==> src/rtl/regfile_wb_arbiter.sv <==
// Writeback arbiter between execute and load unit, with a registered register-file
// write port and a load scoreboard that drives the issue-stage stall.
module regfile_wb_arbiter (
  input  logic        clk_i,
  input  logic        rst_i,
  input  logic        exec_valid_i,
  input  logic [4:0]  exec_rd_i,
  input  logic [31:0] exec_value_i,
  output logic        exec_ready_o,
  input  logic        mem_valid_i,
  input  logic [4:0]  mem_rd_i,
  input  logic [31:0] mem_value_i,
  output logic        mem_ready_o,
  input  logic        load_issue_i,
  input  logic [4:0]  load_issue_rd_i,
  input  logic [4:0]  ra_i,
  input  logic [4:0]  rb_i,
  output logic [4:0]  rd0_o,
  output logic [31:0] rd0_value_o,
  output logic [31:0] busy_o,
  output logic        stall_o
);

  localparam logic LAST_MEM  = 1'b0;
  localparam logic LAST_EXEC = 1'b1;

  logic        r_lastGrant;
  logic [4:0]  r_rd0;
  logic [31:0] r_rd0Value;
  logic [31:0] r_busy;

  logic        w_execGrant;
  logic        w_memGrant;
  logic [31:0] w_busyNext;
  logic        w_raBusy;
  logic        w_rbBusy;
  logic        w_rd0Hazard;

  // On a conflict the side that did not win last time gets the port.
  assign w_execGrant = exec_valid_i & (~mem_valid_i | (r_lastGrant == LAST_MEM));
  assign w_memGrant  = mem_valid_i  & (~exec_valid_i | (r_lastGrant == LAST_EXEC));

  assign exec_ready_o = w_execGrant;
  assign mem_ready_o  = w_memGrant;

  // Clear is applied before set so a new load to the same register keeps it busy.
  always_comb begin
    w_busyNext = r_busy;
    if (w_memGrant) begin
      w_busyNext[mem_rd_i] = 1'b0;
    end
    if (load_issue_i && (load_issue_rd_i != 5'd0)) begin
      w_busyNext[load_issue_rd_i] = 1'b1;
    end
    w_busyNext[0] = 1'b0;
  end

  always_ff @(posedge clk_i) begin
    if (rst_i) begin
      r_lastGrant <= LAST_MEM;
      r_rd0       <= 5'd0;
      r_rd0Value  <= 32'd0;
      r_busy      <= 32'd0;
    end else begin
      r_busy <= w_busyNext;
      if (w_execGrant) begin
        r_lastGrant <= LAST_EXEC;
        r_rd0       <= exec_rd_i;
        r_rd0Value  <= exec_value_i;
      end else if (w_memGrant) begin
        r_lastGrant <= LAST_MEM;
        r_rd0       <= mem_rd_i;
        r_rd0Value  <= mem_value_i;
      end else begin
        r_rd0      <= 5'd0;
        r_rd0Value <= 32'd0;
      end
    end
  end

  // The rd0 term covers the cycle before the registered write lands in the file.
  assign w_raBusy    = (ra_i != 5'd0) & r_busy[ra_i];
  assign w_rbBusy    = (rb_i != 5'd0) & r_busy[rb_i];
  assign w_rd0Hazard = (r_rd0 != 5'd0) & ((r_rd0 == ra_i) | (r_rd0 == rb_i));

  assign stall_o     = w_raBusy | w_rbBusy | w_rd0Hazard;
  assign rd0_o       = r_rd0;
  assign rd0_value_o = r_rd0Value;
  assign busy_o      = r_busy;

endmodule

==> config.mk <==
export PLATFORM = sky130hd
export DESIGN_NAME = regfile_wb_arbiter
export DESIGN_NICKNAME = d
export VERILOG_FILES = /design/src/rtl/regfile_wb_arbiter.sv
export SDC_FILE = /design/constraint.sdc
export NUM_CORES = 1
export LEC_CHECK = 0
export CAP_MARGIN = 30
export CORE_MARGIN = 10
export CORE_UTILIZATION = 43
export DETAILED_ROUTE_END_ITERATION = 16
export GPL_TIMING_DRIVEN = 0
export PLACE_DENSITY = 0.86
export SYNTH_ARGS = -nofsm -noshare
export SYNTH_HDL_FRONTEND = slang
export SYNTH_SLANG_ARGS = --single-unit
==> constraint.sdc <==
create_clock -name clk_i -period 3.05 [get_ports clk_i]
set_input_delay 0.4575 -clock clk_i [delete_from_list [all_inputs] [get_ports clk_i]]
set_output_delay 0.4575 -clock clk_i [all_outputs]
set_load 0.005 [all_outputs]
==> impl_metrics.yaml <==
clock_network:
  cts_buffer_depth: 2
  cts_root_buffer: "clkbuf_8"
  htreeDepth: 3
  cts_tree: "built"
  cts_buffers: 9
  numClockSinks: 69
  clkLatencyLatePin_ps: 340
  path_clk_slew_ps: 80
cells_and_area:
  nets: 631
  diodes: 0
  drive_gt1_share_pct: 7.56
  final_common_cell: "clkdlybuf4s50_1"
  area_growth_pct: 59.4
  fin_util_pct: 70.8
  final_cell_mix: "clkdlybuf4s50_1 (154), dfxtp_1 (69), nor2_1 (47)"
drt:
  drt_iter0_drc: 360
  avgRoutedWirePerCell_um: 19.5
  vias: 3585
  ant_nets: 0
  drt_wl_total_um: 12500
  drt_drc_violations_left: 0
  vias_per_cell: 5.59
  dr.pass1.iters: 5
hold_path:
  holdPathStages: 2
  hold_end: "r_lastGrant$_SDFFE_PP0P_"
  hp-class: "reg -> reg"
  min_from: "r_lastGrant$_SDFFE_PP0P_"
worst_setup_path:
  r2r_start: "r_lastGrant$_SDFFE_PP0P_"
  critPathLaunchType: "primary input"
  cpMaxStageDelayCell: "clkdlybuf4s50_1"
  worstPathRequired_ps: 2590
  crit_path_end_kind: "primary output"
  ff2ff_setup_slack_ps: 1290
  cpPeakStageDelay_ps: 550
  crit_path_cell_trace: "clkdlybuf4s50_1, mux4_2, nor2_1, a211oi_1, o21ai_0, nand4_1, clkdlybuf4s50_1"
  rr_endpoint: "rd0_value_o[21]$_SDFF_PP0_"
  r2r_cells: 5
  critPathKind: "in -> out"
  cp_max_fo: 3
  crit_family: "buffers and inverters"
  crit_top_cell: "clkdlybuf4s50_1"
  crit_buf_inv: 2
  crit_arrival_ps: 2540
sta:
  layout_setup_ws_ps: 56.4
  finalSetupTns_ps: 0
  worst_slew_pin_slew_ps: 1080
  maxSlewViolCount: 0
  min_period_ps: 2990
  fmax_ghz: 0.334
  setup_violations: 0
  min_period_over_period_pct: 98.1
  hold_viol_final: 0
  relSlewSlack_pct: 27.6
  skew_ps: 6.04
logic_synthesis:
  synth_area_mm2: 0.00324
  synth_seq_cells: 69
  synthMuxAreaShare_pct: 13.3
  syn_nets: 460
  synthAdderAreaFrac_pct: 0
  synth_cell_type_count: 38
  yosys.area_share.xor_xnor_pct: 2.70
  yosys.area_share.simple_pct: 16.1
  ys_seq_area_share_pct: 42.6
  yosys_warnings: 0
  syn_avg_cell_area_um2: 8.85
  synth_compound_area_share_pct: 20.8
  netlist_instances: 366
  synth_top_family_by_area: "compound AO/OA/AOI/OAI gates"
global_route:
  antenna_found_initial: 0
  grt_pass1_vias: 3663
  grtUsageTotal_pct: 20.9
  grt_overflow: 0
  grt_max_degree: 14
  grt_pass1_wl_um: 19100
floorplanning:
  core_area_mm2: 0.00729
  rows: 31
  die_h_um: 107
  die_w_um: 107
  io_pins: 166
  die_area_mm2: 0.0114
  start_util_pct: 44.4
pwr:
  power_density_mw_per_mm2: 413
  peakVddDrop_uv: 375
  power.leakage_nw: 1.90
  p_total_mw: 2.14
place:
  place.gp.congestion: 0.884
  portBuffers: 156
  dp_hpwl_um: 9840
  post-place-ws_ps: -188
status:
  outcome: "complete, no violations"
job:
  cap_viol_max_count: 0
-- cell usage after synthesis --
master    number  share of area (%)
dfxtp_1       69                 43
nor2_1        47                5.4
nand2_1       41                4.7
a22oi_1       37                8.6
a21oi_1       34                5.3
o21ai_0       33                5.1
clkbuf_1      18                2.1
mux2i_1       10                3.1
mux4_2         8                5.6
xnor2_1        6                1.6
nand3b_1       5                1.2
buf_2          4               0.62
mux2_2         4                1.4
mux4_1         4                3.2
nand2b_1       4               0.77
nand3_1        4               0.62
nor3b_1        4               0.93
xor2_1         4                1.1
buf_1          3               0.35
nor3_1         3               0.46
a211oi_1       2               0.46
a31oi_1        2               0.39
and3_1         2               0.39
buf_4          2               0.46
buf_6          2               0.69
inv_1          2               0.23
a21boi_0       1               0.23
a221oi_1       1               0.27
and2_1         1               0.19
and3b_1        1               0.27
conb_1         1               0.12
nand4_1        1               0.19
nor2b_1        1               0.19
o22ai_1        1               0.19
o311a_1        1               0.31
or3_1          1               0.19
or3b_2         1               0.27
or4_1          1               0.23
-- registers in the layout, summed over array words and instances (netlist names) --
signal and flops:
rd0_o 5, r_lastGrant 1, rd0_value_o 32, busy_o 31
-- worst register-to-register path: stages, from the launching register on --
cell	delay (ps)
dfxtp_1	330
a21boi_0	260
clkbuf_1	410
clkbuf_1	420
a22oi_1	160
nor2_1	120
-- cell families after synthesis --
family	count (synthesis)
flip-flops	69
other	1
multiplexers	26
AO/OA/AOI/OAI	112
AND/OR/NAND/NOR	117
buffers and inverters	31
XOR/XNOR	10
-- metal layers --
metal  vias to the layer above  share of wire, %  global-route usage [%]
li1                       1664                 -                       -
met1                      1697                37                    22.5
met2                       199                51                    36.6
met3                        25               9.5                    6.95
met4                         0               2.5                    8.70
met5                         -                 0                       0
-- worst max-delay path by stage --
stage / start / endpoint / cells past startpoint
floorplan: ra_i[1] / stall_o / 6
global placement: rb_i[0] / stall_o / 7
detailed placement: rb_i[0] / stall_o / 7
CTS: ra_i[2] / stall_o / 8
global route: rb_i[2] / stall_o / 7
finish: rb_i[2] / stall_o / 7
-- per-stage QoR --
stage | hold slack [ps] | area [µm²] | instances
5_1_grt | 543 | 5170 | 641
2_1_floorplan | 455 | 3240 | 366
6_report | 498 | 5170 | 641
3_3_place_gp | 463 | 4930 | 621
4_1_cts | 496 | 5150 | 639
3_5_place_dp | 483 | 4930 | 621
-- power by group --
part           internal, mW  switching (mW)  total, mW
Clock                 0.407           0.363      0.770
Combinational         0.238           0.171      0.409
Sequential            0.937          0.0201      0.957
-- timing repair --
item	in CTS	in global routing
endpoints found under the setup margin	1	1
buffers inserted	2	1
gates resized for setup	1	2
gates cloned	0	1
hold buffers	0	0
-- area by class of cell --
class	count	area, µm²
Sequential cell	69	1380
Inverter	2	7.51
Timing Repair Buffer	160	1590
Clock buffer	10	138
Fill cell	558	2130
Tap cell	99	124
Buffer	29	140
Clock inverter	6	70.1
Multi-Input combinational cell	266	1720
Note: power is estimated with default switching activity, not from simulation.
